### src/rtl/inst_axi_read_bridge_pkg.sv
// -----------------------------------------------------------------------------
// inst_axi_read_bridge_pkg
//   Shared AXI header for the instruction-fetch read bridge: fixed AR payload
//   encodings, the AR FSM state codes and a small size-conversion helper.
//   No ports; imported by inst_axi_read_bridge.
// -----------------------------------------------------------------------------
package inst_axi_read_bridge_pkg;

   // AR payload encodings used by single-beat instruction fetches
   localparam logic [2:0] AXI_SIZE_4B    = 3'b010;
   localparam logic [1:0] AXI_BURST_INCR = 2'b01;
   localparam logic [7:0] AXI_LEN_SINGLE = 8'h00;
   localparam logic [1:0] AXI_LOCK_NORM  = 2'b00;
   localparam logic [3:0] AXI_CACHE_DEV  = 4'h0;
   localparam logic [2:0] AXI_PROT_NONE  = 3'h0;

   // AR channel state: idle (may accept) or holding one AR until arready
   typedef enum logic {
      AR_IDLE = 1'b0,
      AR_BUSY = 1'b1
   } ar_state_t;

   // SRAM-side size (bytes = 2^size) to AXI arsize (same log2 encoding)
   function automatic logic [2:0] size_to_arsize(input logic [1:0] sram_size);
      return {1'b0, sram_size};
   endfunction

endpackage

### src/rtl/inst_axi_read_bridge.sv
// -----------------------------------------------------------------------------
// inst_axi_read_bridge
//   Converts the IF stage's SRAM-like instruction port (req/addr_ok,
//   data_ok/rdata) into single-beat, in-order AXI4 AR+R reads.
//   At most MAX_OUTSTANDING requests are accepted but not yet returned.
//
// Ports
//   clk, resetn                 clock (rising edge), async active-low reset
//   inst_sram_req/wr/size/addr  IF request (wr must be 0; wr=1 never accepted)
//   inst_sram_addr_ok           request accepted this cycle (combinational)
//   inst_sram_data_ok/rdata     one-cycle return pulse with instruction word
//   inst_sram_err               (only with IBRIDGE_RRESP_ERR_EN) beat had
//                               rresp[1]=1, valid alongside data_ok
//   ar*                         AXI read address channel (constant ID/len/burst)
//   r*, rready                  AXI read data channel; rid/rlast are ignored
//
// Configuration macro
//   IBRIDGE_RRESP_ERR_EN  adds inst_sram_err; otherwise rresp is ignored.
// -----------------------------------------------------------------------------
module inst_axi_read_bridge
   import inst_axi_read_bridge_pkg::*;
#(
   parameter int         MAX_OUTSTANDING = 2,
   parameter logic [3:0] ARID_VAL        = 4'h0
) (
   input  logic        clk,
   input  logic        resetn,
   // IF instruction port
   input  logic        inst_sram_req,
   input  logic        inst_sram_wr,
   input  logic [1:0]  inst_sram_size,
   input  logic [31:0] inst_sram_addr,
   output logic        inst_sram_addr_ok,
   output logic        inst_sram_data_ok,
   output logic [31:0] inst_sram_rdata,
   // AXI read address channel
   output logic [3:0]  arid,
   output logic [31:0] araddr,
   output logic [7:0]  arlen,
   output logic [2:0]  arsize,
   output logic [1:0]  arburst,
   output logic [1:0]  arlock,
   output logic [3:0]  arcache,
   output logic [2:0]  arprot,
   output logic        arvalid,
   input  logic        arready,
   // AXI read data channel
   input  logic [3:0]  rid,
   input  logic [31:0] rdata,
   input  logic [1:0]  rresp,
   input  logic        rlast,
   input  logic        rvalid,
   output logic        rready
`ifdef IBRIDGE_RRESP_ERR_EN
   ,
   output logic        inst_sram_err
`endif
);

   localparam logic [1:0] MAX_CNT = 2'(MAX_OUTSTANDING);

   ar_state_t   state_reg, state_next;
   logic [1:0]  cnt_reg, cnt_next;
   logic [31:0] addr_reg;
   logic [1:0]  size_reg;
   logic        rready_reg;
   logic        data_ok_reg;
   logic [31:0] rdata_reg;

   logic        room;
   logic        accept;
   logic        beat_take;
   logic        unused_axi;

   // rid (single shared ID), rlast (always single beat) and, without the
   // error option, rresp carry no information for this bridge.
   assign unused_axi = ^{rid, rlast, rresp};

   // ------------------------------------------------------------------------
   // AR FSM: next state and the combinational accept
   // ------------------------------------------------------------------------
   assign room = (cnt_reg < MAX_CNT);

   always_comb begin
      state_next = state_reg;
      accept     = 1'b0;
      unique case (state_reg)
         AR_IDLE: begin
            accept = inst_sram_req & ~inst_sram_wr & room;
            if (accept) begin
               state_next = AR_BUSY;
            end
         end
         AR_BUSY: begin
            if (arready) begin
               state_next = AR_IDLE;
            end
         end
         default: state_next = AR_IDLE;
      endcase
   end

   always_ff @(posedge clk or negedge resetn) begin
      if (!resetn) begin
         state_reg <= AR_IDLE;
         addr_reg  <= '0;
         size_reg  <= '0;
      end else begin
         state_reg <= state_next;
         if (accept) begin
            addr_reg <= inst_sram_addr;
            size_reg <= inst_sram_size;
         end
      end
   end

   // ------------------------------------------------------------------------
   // Outstanding counter
   // cnt counts accepted requests whose data_ok has not yet been emitted.
   // A beat registered last cycle (data_ok_reg high) is still inside cnt, so
   // requests still waiting for their beat number cnt - data_ok_reg. A beat
   // arriving when that number is zero has no owner and is dropped.
   // ------------------------------------------------------------------------
   assign beat_take = rvalid & rready_reg & (cnt_reg > {1'b0, data_ok_reg});

   always_comb begin
      cnt_next = cnt_reg;
      unique case ({accept, data_ok_reg})
         2'b10:   cnt_next = cnt_reg + 2'd1;
         2'b01:   cnt_next = cnt_reg - 2'd1;
         default: cnt_next = cnt_reg;
      endcase
   end

   always_ff @(posedge clk or negedge resetn) begin
      if (!resetn) begin
         cnt_reg <= '0;
      end else begin
         cnt_reg <= cnt_next;
      end
   end

   // ------------------------------------------------------------------------
   // R channel: always ready once out of reset; beats are registered and
   // presented to IF as a one-cycle data_ok pulse.
   // ------------------------------------------------------------------------
   always_ff @(posedge clk or negedge resetn) begin
      if (!resetn) begin
         rready_reg  <= 1'b0;
         data_ok_reg <= 1'b0;
         rdata_reg   <= '0;
      end else begin
         rready_reg  <= 1'b1;
         data_ok_reg <= beat_take;
         if (beat_take) begin
            rdata_reg <= rdata;
         end
      end
   end

`ifdef IBRIDGE_RRESP_ERR_EN
   logic err_reg;

   // SLVERR and DECERR both have rresp[1] set
   always_ff @(posedge clk or negedge resetn) begin
      if (!resetn) begin
         err_reg <= 1'b0;
      end else if (beat_take) begin
         err_reg <= rresp[1];
      end
   end

   assign inst_sram_err = err_reg;
`endif

   // ------------------------------------------------------------------------
   // Output assignments
   // ------------------------------------------------------------------------
   assign inst_sram_addr_ok = accept;
   assign inst_sram_data_ok = data_ok_reg;
   assign inst_sram_rdata   = rdata_reg;

   assign arid    = ARID_VAL;
   assign araddr  = addr_reg;
   assign arlen   = AXI_LEN_SINGLE;
   assign arsize  = size_to_arsize(size_reg);
   assign arburst = AXI_BURST_INCR;
   assign arlock  = AXI_LOCK_NORM;
   assign arcache = AXI_CACHE_DEV;
   assign arprot  = AXI_PROT_NONE;
   assign arvalid = (state_reg == AR_BUSY);
   assign rready  = rready_reg;

endmodule

### config.mk
export PLATFORM = sky130hd
export DESIGN_NAME = inst_axi_read_bridge
export DESIGN_NICKNAME = d
export VERILOG_FILES = /design/src/rtl/inst_axi_read_bridge_pkg.sv /design/src/rtl/inst_axi_read_bridge.sv
export SDC_FILE = /design/constraint.sdc
export NUM_CORES = 1
export LEC_CHECK = 0
export CAP_MARGIN = 20
export CORE_ASPECT_RATIO = 1.75
export CORE_MARGIN = 10
export CORE_UTILIZATION = 38
export CTS_CLUSTER_SIZE = 40
export DETAILED_ROUTE_END_ITERATION = 12
export PLACE_DENSITY = 0.82
export SLEW_MARGIN = 30
export SYNTH_ARGS = -nofsm -noshare
export SYNTH_HDL_FRONTEND = slang
export SYNTH_SLANG_ARGS = --single-unit
### constraint.sdc
create_clock -name clk -period 3.7 [get_ports clk]
set_clock_uncertainty 0.15 [all_clocks]
set_input_delay 1.11 -clock clk [delete_from_list [all_inputs] [get_ports clk]]
set_output_delay 1.11 -clock clk [all_outputs]
set_load 0.01 [all_outputs]
Word level (Yosys, flattened, before mapping)
Cells that the tools add are included.
{"block": "word_totals", "word_cells": 25, "inputBits": 79, "regBits": 71}
{"block": "op_classes", "eq_ne": 2, "n_reduce_logical": 1, "bitwise_logic": 6, "n_mux": 5, "n_addsub": 2, "magnitude_cmp": 2}
{"operator": "1-bit AND", "n": 4}
{"operator": "2-bit one-hot mux with 2 select lines", "n": 1}
{"operator": "1-bit two-way mux", "n": 3}
{"operator": "2-bit by 1-bit adder with 2-bit output, second input constant", "n": 1}
{"operator": "2-bit by 1-bit equality test with 1-bit output, second input constant", "n": 1}
{"operator": "2-bit equality test, second input constant", "n": 1}
{"operator": "2-bit by 1-bit > comparator with 1-bit output", "n": 1}
{"operator": "2-bit < comparator, second input constant", "n": 1}
{"operator": "1-bit NOT", "n": 2}
{"operator": "1-bit one-hot mux with 2 select lines", "n": 1}
{"operator": "2-bit nonzero test", "n": 1}
{"operator": "2-bit by 1-bit subtractor with 2-bit output, second input constant", "n": 1}

Depth between registers and ports, before layout
Gate-level depths: netlist of the first run.
{"block": "depth", "ltp_word": 6, "depth_mapped": 7, "depth_no_buf": 6}

Worst setup path before layout of the first run
No wires, ideal clock.
{"block": "synth_timing", "path_kind": "in2out", "start": "input port inst_sram_wr", "end": "output port inst_sram_addr_ok", "setup_slack_ns": 0.641, "n_path_buf": 1, "arrival_time_ns": 1.799, "t_required_ns": 2.440, "cell_stages": 2, "path_cell_list": "nor4b_4 buf_6"}
{"block": "synth_between", "elab_chain_cells": 4}
{"element": "from (decl)", "line_no": "inst_axi_read_bridge.sv:30", "text": "input logic inst_sram_wr,"}
{"element": "1-bit NOT", "line_no": "inst_axi_read_bridge.sv:89", "text": "accept = inst_sram_req & ~inst_sram_wr & room;"}
{"element": "1-bit AND (2 in series)", "line_no": "inst_axi_read_bridge.sv:89"}
{"element": "1-bit two-way mux", "line_no": "inst_axi_read_bridge.sv:87", "text": "unique case (state_reg)"}
{"element": "to (decl)", "line_no": "inst_axi_read_bridge.sv:33", "text": "output logic inst_sram_addr_ok,"}
Every way passes these cells.

Worst setup path after layout of the first run
Same ends and word-level chain as after synthesis.

==> impl_results.md, run 1 <==
* Data arrival, critical path at 2.14 ns
* Initial DRC Count at 55
* Final critical-path share of the clock period at 91.82%
* Bufs and invs on worst path at 2
* Grt total ovfl at 0
* Rows at 41
* Outcome: complete, no violations
* Synth Warn # at 0
* Synth Area in Adders at 0.8718%
* Share of layout cells above drive strength 1 at 24.10%
* Post-DRT Antenna Nets at 0
* Critical Path, Cell by Cell: clkdlybuf4s50_1 > nor4b_4 > dlygate4sd2_1
* Worst-Margin Slew at 0.6521 ns
* Post-DP Area at 4254 µm²
* Pin count of the biggest net entering global routing at 72
* Post-route cell area at 4522 µm²
* Detailed Routing Iterations Pass 1 at 2
* Worst-case vdd ir drop at 0.4953 mV
* All-layer global routing usage at 12.64%
* Largest family of logic cells by synthesized area: multiplexers
* Root buf cell: clkbuf_16
* Critical Path Fanout Max at 2
* Mux cell area share after synthesis at 25.89%
* Yosys top cell by area: dfrtp_1
* CTS Buf Count at 9
* Die area at 11570 µm²
* Hold-fix buffers, CTS at 0
* Routed vias at 1864
* Final Util at 62.07%
* DIE HEIGHT at 135.0 µm
* Post-Synth XOR/XNOR Area at 0.9154%
* Total Nets Final at 410
* Post-route DRC at 0
* Synth Area in Compound Gates at 0.5231%
* Average routed wire per standard cell at 17.56 µm
* Synth top area share at 61.90%
* H-tree levels at 3
* Multi-input gate area at 934.6 µm²
* CTS tree: built
* Setup_tns at 0 ns
* RD Place Congestion at 0.7135
* Clock Latency Late Sink at 0.32 ns
* Max incr delay on CP at 0.44 ns
* Total wire length at 7339 µm
* Initial Util at 39.40%
* Synth Area in Simple Gates at 1.090%
* IO Port Bufs at 141
* Crit start category: primary input
* Final Hold Viols at 0
* Post-Synthesis Cell Area at 2870 µm²
* Worst slew margin at 56.53%
* Via-per-instance ratio at 4.459
* Slowest stage cell, crit path: clkdlybuf4s50_1
* # diodes at 0
* Register area at 1777 µm²
* Synthesis-to-layout area growth at 57.54%
* Lkg Pwr at 1.926 nW
* Clock sink total at 71
* CTS clk-pin slew, worst paths at 0.05 ns
* Slew Viols, Final at 0
* Cell Pwr Density at 821.3 nW/µm²
* F_max at 294.4 MHz
* Yosys cell types at 15
* Core area at 7284 µm²
* Setup violators final at 0
* Top Ports at 173
* Clk buf depth at 2
* RSZ-0062 raised after global routing: no
* First-pass GRT wire length at 11430 µm
* Minimum clock period at 3.397 ns
* Detailed placement HPWL at 5820 µm
* Synth Instances at 183
* Power Total at 3.714 mW
* Fillers at 593
* Die W at 85.70 µm
* Hold slack at 0.3457 ns
* Initial antenna violation count at 0
* Hold crit path type: reg2reg
* Register area share after synthesis at 61.90%
* Register bit total from synthesis at 71
* Number of max-cap violations at 0
* CP required at 2.44 ns
* Top cells by area, synth: dfrtp_1, mux2_2, buf_4, buf_6, ha_1
* Vias in the first global route at 2150
* Crit path max-delay family: buffers and inverters
* Crit. End Element: primary output
* CP Class: in2out
* Mapped Avg Cell Area at 15.68 µm²
worst register-to-register path: cells and delay by family (launching register included):
kind / cells / cell delay (ns)
xor+xnor: 1 / 0.16
fa+ha+maj: 1 / 0.34
buf+inv: 2 / 0.54
flops: 1 / 0.43
simple gates: 2 / 0.44
cells by family (layout without fill, tap and decap cells):
group | after synthesis | in the layout
flops | 71 | 71
mux | 66 | 66
buf+inv | 34 | 160
xor+xnor | 3 | 3
simple gates | 3 | 3
fa+ha+maj | 2 | 2
other cells | 2 | 25
compound gates | 2 | 2
metrics by stage:
step                      cells  setup WS (ns)
after floorplan             206         0.6406
after global placement      404       -0.01501
after detailed placement    404       0.006685
after CTS                   418         0.2794
after global routing        418         0.2553
final                       418         0.3028
routing by layer:
layer  wire (µm)  part of all wire, %  up-vias  GRT usage [%]
met5           0                    0        -              0
met1        2423                   33      893          11.30
met2        3917                   53       98          22.07
met3         921                   13        8          8.072
li1            -                    -      865              -
met4          78                  1.1        0          4.688
Yosys cell counts:
| master | count |
|---|---|
| buf_2 | 4 |
| buf_4 | 24 |
| buf_6 | 3 |
| conb_1 | 2 |
| dfrtp_1 | 71 |
| ha_1 | 2 |
| inv_1 | 3 |
| mux2_1 | 2 |
| mux2_2 | 64 |
| nor2_1 | 2 |
| nor4b_4 | 1 |
| o211a_1 | 1 |
| o21ai_0 | 1 |
| xnor2_1 | 2 |
| xor2_1 | 1 |
cell usage in the layout (no fill, tap or decap):
cell type        count
clkdlybuf4s50_1    139
mux2_1               2
dfrtp_1             71
mux2_2              64
o21ai_0              1
clkbuf_1             2
nor2_1               2
clkbuf_16            9
buf_6                1
buf_4                2
xor2_1               1
nor4b_4              1
o211a_1              1
conb_1              25
clkinv_2             1
xnor2_1              2
dlygate4sd2_1        1
clkbuf_8             2
ha_1                 2
inv_1                3
final timing paths:
kind,startpoint,end,slack [ns],depth (start not counted)
min reg2reg,araddr[5],araddr[5],0.35,1
min,araddr[5],araddr[5],0.35,1
max,inst_sram_wr,inst_sram_addr_ok,0.30,3
min in group asynchronous,resetn,size_reg[1],0.63,1
max in group asynchronous,resetn,inst_sram_rdata[10],2.29,1
max reg2reg,cnt_reg[1],cnt_reg[1],1.57,6
cell type report:
cell class | count | share of cell area (%)
clock buffer | 13 | 5.755
multi-input combinational | 101 | 20.67
tap | 86 | 2.380
clock inverter | 1 | 0.1107
timing repair buffer | 143 | 31.54
sequential | 71 | 39.29
inverter | 3 | 0.2490
timing repair:
item                                    CTS  global route
endpoints found under the setup margin    1             0
setup buffers                             0             0
gates resized for setup                   1             0
where the power goes:
group	internal [mW]	switching, mW
Sequential	1.16	0.191
Combinational	1.02	0.575
Clock	0.481	0.279
Total	2.67	1.05
Note: power is estimated with default switching activity, not from simulation.
==> run 2: changes to the inputs <==
Settings changed: CORE_UTILIZATION 38 to 34, PLACE_DENSITY 0.82 to 0.77.
Clock period 3.7 ns to 3.1 ns, I/O delays scaled along.
==> run 2 against run 1 <==
Net effect: global-route usage is 0.53 points lower; core utilization is 6.7 points lower; via count is 2.2% higher; combinational power is 19% higher; register-to-register slack worse by 0.63 ns; setup slack worse by 0.24 ns; design area is 1.2% higher; critical path depth stayed put; routed wire length is 2.9% higher; critical path type unchanged; largest power group unchanged.
==> impl_results.md, run 2 (synthesis gave the netlist of run 1 again) <==
* Final Hold Viols at 0 (unchanged)
* Root buf cell: clkbuf_16 (unchanged)
* DIE HEIGHT at 141.5 µm (was 135.0 µm)
* Initial antenna violation count at 0 (unchanged)
* H-tree levels at 3 (unchanged)
* Worst slew margin at 53.50% (was 56.53%)
* Crit start category: primary input (unchanged)
* CTS clk-pin slew, worst paths at 0.06 ns (was 0.05 ns)
* Power Total at 4.526 mW (was 3.714 mW)
* Core area at 8258 µm² (was 7284 µm²)
* Top Ports at 173 (unchanged)
* Total wire length at 7552 µm (was 7339 µm)
* Clock Latency Late Sink at 0.32 ns (about the same)
* Synthesis-to-layout area growth at 59.46% (was 57.54%)
* Minimum clock period at 3.036 ns
* Detailed placement HPWL at 6143 µm (was 5820 µm)
* Grt total ovfl at 0 (unchanged)
* Total Nets Final at 412 (was 410)
* CTS Buf Count at 9 (unchanged)
* Final Non-Filler Cells at 428 (was 418)
* Most frequent cells in the layout: clkdlybuf4s50_1, dfrtp_1, mux2_2 (unchanged)
* Critical Path Fanout Max at 2 (unchanged)
* Routed vias at 1905 (was 1864)
* Cell Pwr Density at 988.9 nW/µm² (was 821.3 nW/µm²)
* Multi-input gate area at 934.6 µm² (unchanged)
* Setup_tns at 0 ns (unchanged)
* Hold crit path type: reg2reg (unchanged)
* Setup slack after layout at 0.06422 ns (was 0.3028 ns)
* Dpl cells at 412 (was 404)
* Hold slack at 0.3350 ns (was 0.3457 ns)
* Setup WS pre-CTS at -0.2478 ns (was 0.006685 ns)
* Lkg Pwr at 1.946 nW (was 1.926 nW)
* F_max at 329.4 MHz
* Average routed wire per standard cell at 17.64 µm (was 17.56 µm)
* Vias in the first global route at 2123 (was 2150)
* CP Class: in2out (unchanged)
* Commonest non-fill, non-tap cell in the layout: clkdlybuf4s50_1 (unchanged)
* Final critical-path share of the clock period at 97.93%
* Post-DRT Antenna Nets at 0 (unchanged)
* RD Place Congestion at 0.6841 (was 0.7135)
* # diodes at 0 (unchanged)
* Data arrival, critical path at 1.96 ns (was 2.14 ns)
* Setup violators final at 0 (unchanged)
* Register area at 1777 µm² (unchanged)
* Critical Path, Cell by Cell: clkdlybuf4s50_1 > nor4b_4 > clkdlybuf4s15_1 (was clkdlybuf4s50_1 > nor4b_4 > dlygate4sd2_1)
* CTS tree: built (unchanged)
* Share of layout cells above drive strength 1 at 25.30% (was 24.10%)
* CP required at 2.02 ns (was 2.44 ns)
* Crit. End Element: primary output (unchanged)
* Outcome: complete, no violations (unchanged)
* Initial Util at 34.76% (was 39.40%)
* Number of max-cap violations at 0 (unchanged)
* Max incr delay on CP at 0.45 ns (was 0.44 ns)
* Clock sink total at 71 (unchanged)
* RSZ-0062 raised after global routing: no (unchanged)
* Rows at 44 (was 41)
* Die area at 12660 µm² (was 11570 µm²)
* First-pass GRT wire length at 11610 µm (was 11430 µm)
* Slew Viols, Final at 0 (unchanged)
* Slowest stage cell, crit path: clkdlybuf4s50_1 (unchanged)
* Worst-Margin Slew at 0.6974 ns (was 0.6521 ns)
* Die W at 89.46 µm (was 85.70 µm)
* Post-route DRC at 0 (unchanged)
* Pin count of the biggest net entering global routing at 43 (was 72)
* Detailed Routing Iterations Pass 1 at 4 (was 2)
* Via-per-instance ratio at 4.451 (was 4.459)
* Worst-case vdd ir drop at 0.5970 mV (was 0.4953 mV)
* Fillers at 666 (was 593)
* Clk buf depth at 2 (unchanged)
* All-layer global routing usage at 12.11% (was 12.64%)
* IO Port Bufs at 141 (unchanged)
* Initial DRC Count at 40 (was 55)
-- run 2: cell types whose count changed in the layout (fill, tap and decap cells not counted), sizes merged --
cell,delta
bufinv,+1
clkbuf,-3
clkdlybuf4s15,+1
clkinvlp,+1
buf,+2
dlygate4sd2,-1
clkinv,+3
-- run 2: power by group --
part | switching (mW) | internal (mW)
Clock | 0.370 | 0.619
Sequential | 0.233 | 1.39
Combinational | 0.687 | 1.23
-- run 2: metrics by stage --
step                cell area (µm²)  utilization, %
floorplan                      2957               -
global placement               4287           51.91
detailed placement             4287           51.91
CTS                            4576           55.41
global route                   4577           55.42
finish                         4577           55.42
-- run 2: layout make-up --
type	count	share of cell area, %
Clock inverter	6	1.340
Sequential cell	71	38.82
Tap cell	92	2.515
Inverter	3	0.2460
Multi-Input combinational cell	101	20.42
Clock buffer	10	5.003
Timing Repair Buffer	145	31.66
-- run 2: metal layers --
layer,wire length (µm),GRT usage [%]
met1,2558,11.95
met2,4028,20.78
met3,816,5.677
met4,148,5.219
met5,0,0
-- run 2: worst paths after layout --
kind / start / to / slack [ns] / cells past startpoint
max: inst_sram_wr / inst_sram_addr_ok / 0.06 / 3
max in group asynchronous: resetn / inst_sram_rdata[13] / 1.63 / 2
min in group asynchronous: resetn / araddr[3] / 0.50 / 1
min: araddr[5] / araddr[5] / 0.34 / 1
min reg2reg: araddr[5] / araddr[5] / 0.34 / 1
max reg2reg: cnt_reg[1] / cnt_reg[1] / 0.94 / 7
-- run 2: what timing repair did --
action | in CTS | in global routing
pin swaps | 0 | 0
gates cloned | 0 | 0
hold buffers | 0 | 0
resized for setup | 1 | 1
setup endpoints to repair | 1 | 1
setup buffers | 0 | 0
-- run 2: worst max-delay path, delay by kind of cell --
family | cells | cell delay [ns]
buffers and inverters | 2 | 0.77
AND/OR/NAND/NOR | 1 | 0.26
==> run 3: changes to the inputs <==
--- a/constraint.sdc
+++ b/constraint.sdc
@@ -3,3 +3,3 @@
 set_input_delay 0.93 -clock clk [delete_from_list [all_inputs] [get_ports clk]]
 set_output_delay 0.93 -clock clk [all_outputs]
-set_load 0.01 [all_outputs]
+set_load 0.005 [all_outputs]
==> run 3 against run 2 <==
Net effect: critical path depth stayed put; clock power is 5.7% lower; clock-buffer cell count is 2 higher; hold slack better by 0.0042 ns; sequential share of layout area is 0.17 points higher; total power is 5.3% lower; first-iteration DRC count is 7.5% lower; core utilization is 0.24 points lower; die area stayed put; critical endpoint unchanged; largest power group unchanged.
==> impl_results.md, run 3 (synthesis gave the netlist of run 1 again) <==
* Clock sink total at 71 (unchanged)
* CP required at 2.02 ns (about the same)
* Die W at 89.46 µm (unchanged)
* Clk buf depth at 2 (unchanged)
* Fillers at 688 (was 666)
* Initial DRC Count at 37 (was 40)
* Slew Viols, Final at 0 (unchanged)
* Via-per-instance ratio at 4.501 (was 4.451)
* Core area at 8258 µm² (unchanged)
* Outcome: complete, no violations (unchanged)
* First-pass GRT wire length at 11550 µm (was 11610 µm)
* Hold-fix buffers, CTS at 0 (unchanged)
* Minimum clock period at 3.015 ns (was 3.036 ns)
* CP Class: in2out (unchanged)
* Setup_tns at 0 ns (unchanged)
* Post-DRT Antenna Nets at 0 (unchanged)
* Synthesis-to-layout area growth at 58.76% (was 59.46%)
* Worst-Margin Slew at 0.6846 ns (was 0.6974 ns)
* Post-route DRC at 0 (unchanged)
* Share of layout cells above drive strength 1 at 24.92% (was 25.30%)
* F_max at 331.7 MHz (was 329.4 MHz)
* DIE HEIGHT at 141.5 µm (unchanged)
* Commonest non-fill, non-tap cell in the layout: clkdlybuf4s50_1 (unchanged)
* Routed vias at 1913 (was 1905)
* Setup violators final at 0 (unchanged)
* CTS tree: built (unchanged)
* Lkg Pwr at 1.944 nW (was 1.946 nW)
* Setup WS pre-CTS at -0.2158 ns (was -0.2478 ns)
* Initial Util at 34.76% (unchanged)
* Detailed Routing Iterations Pass 1 at 4 (unchanged)
* Final critical-path share of the clock period at 97.25% (was 97.93%)
* Hold crit path type: reg2reg (unchanged)
* Top Ports at 173 (unchanged)
* Crit path max-delay family: buffers and inverters (unchanged)
* Rows at 44 (unchanged)
* Die area at 12660 µm² (unchanged)
* CTS Buf Count at 9 (unchanged)
* Max incr delay on CP at 0.45 ns (about the same)
* Critical Path, Cell by Cell: clkdlybuf4s50_1 > nor4b_4 > dlygate4sd2_1 (was clkdlybuf4s50_1 > nor4b_4 > clkdlybuf4s15_1)
* Total Nets Final at 412 (unchanged)
* RD Place Congestion at 0.7042 (was 0.6841)
* Data arrival, critical path at 1.93 ns (was 1.96 ns)
* Pin count of the biggest net entering global routing at 43 (unchanged)
* H-tree levels at 3 (unchanged)
* Grt total ovfl at 0 (unchanged)
* Crit start category: primary input (unchanged)
* Final Hold Viols at 0 (unchanged)
* Worst slew margin at 54.36% (was 53.50%)
* IO Port Bufs at 141 (unchanged)
* Vias in the first global route at 2146 (was 2123)
* RSZ-0062 raised after global routing: no (unchanged)
* Bufs and invs on worst path at 2 (unchanged)
* Initial antenna violation count at 0 (unchanged)
* Root buf cell: clkbuf_16 (unchanged)
* Worst-case vdd ir drop at 0.4538 mV (was 0.5970 mV)
* Crit. End Element: primary output (unchanged)
* Power Total at 4.285 mW (was 4.526 mW)
* Total wire length at 7595 µm (was 7552 µm)
* All-layer global routing usage at 12.20% (was 12.11%)
* # diodes at 0 (unchanged)
* Number of max-cap violations at 0 (unchanged)
* Cell Pwr Density at 940.3 nW/µm² (was 988.9 nW/µm²)
* Slowest stage cell, crit path: clkdlybuf4s50_1 (unchanged)
* Average routed wire per standard cell at 17.87 µm (was 17.64 µm)
* Most frequent cells in the layout: clkdlybuf4s50_1, dfrtp_1, mux2_2 (unchanged)
* Clock Latency Late Sink at 0.32 ns (about the same)
* CTS clk-pin slew, worst paths at 0.05 ns (was 0.06 ns)
* Critical Path Fanout Max at 2 (unchanged)
* Setup slack after layout at 0.08517 ns (was 0.06422 ns)
* Detailed placement HPWL at 6175 µm (was 6143 µm)
-- run 3: path summary, 6_finish.rpt --
path | cells past startpoint | slack (ns) | start | end
worst min register to register | 1 | 0.34 | araddr[5] | araddr[5]
min in group asynchronous | 1 | 0.50 | resetn | araddr[3]
max in group asynchronous | 2 | 1.64 | resetn | inst_sram_rdata[7]
worst max register to register | 6 | 0.93 | cnt_reg[1] | cnt_reg[1]
worst min-delay path | 1 | 0.34 | araddr[5] | araddr[5]
worst max-delay path | 3 | 0.09 | inst_sram_wr | inst_sram_addr_ok
-- run 3: layer usage --
metal | vias to the layer above | track usage (%) | wire [µm]
met1 | 930 | 12.20 | 2665
met3 | 12 | 4.931 | 763
li1 | 869 | - | -
met5 | - | 0 | 0
met4 | 0 | 6.061 | 144
met2 | 102 | 20.90 | 4021
-- run 3: through the flow --
stage          instances  cell area, µm²  utilization, %  hold slack (ns)
6_report             425            4557           55.18           0.3393
5_1_grt              425            4557           55.18           0.3633
4_1_cts              425            4557           55.18           0.3470
3_5_place_dp         412            4287           51.91           0.3351
3_3_place_gp         412            4287           51.91           0.3213
2_1_floorplan        206            2957               -           0.3328
-- run 3: repair_timing --
item | 4_1_cts | 5_1_grt
resized for setup | 1 | 0
endpoints found under the setup margin | 1 | 0
setup buffers | 0 | 0
endpoints found under the hold margin | 0 | 0
-- run 3: report_power, final --
| part | internal [mW] | switching [mW] | total (mW) |
|---|---|---|---|
| logic | 1.22 | 0.504 | 1.73 |
| registers | 1.39 | 0.235 | 1.63 |
| clock network | 0.591 | 0.343 | 0.934 |
| total | 3.20 | 1.08 | 4.28 |
-- run 3: final cells by class --
class                           instances  area (µm²)  area share [%]
Tap cell                               92       115.1           2.526
Sequential cell                        71        1777           38.99
Multi-Input combinational cell        101       934.6           20.51
Inverter                                3       11.26          0.2471
Clock buffer                           12       266.5           5.848
Timing Repair Buffer                  145        1448           31.77
Clock inverter                          1       5.005          0.1098
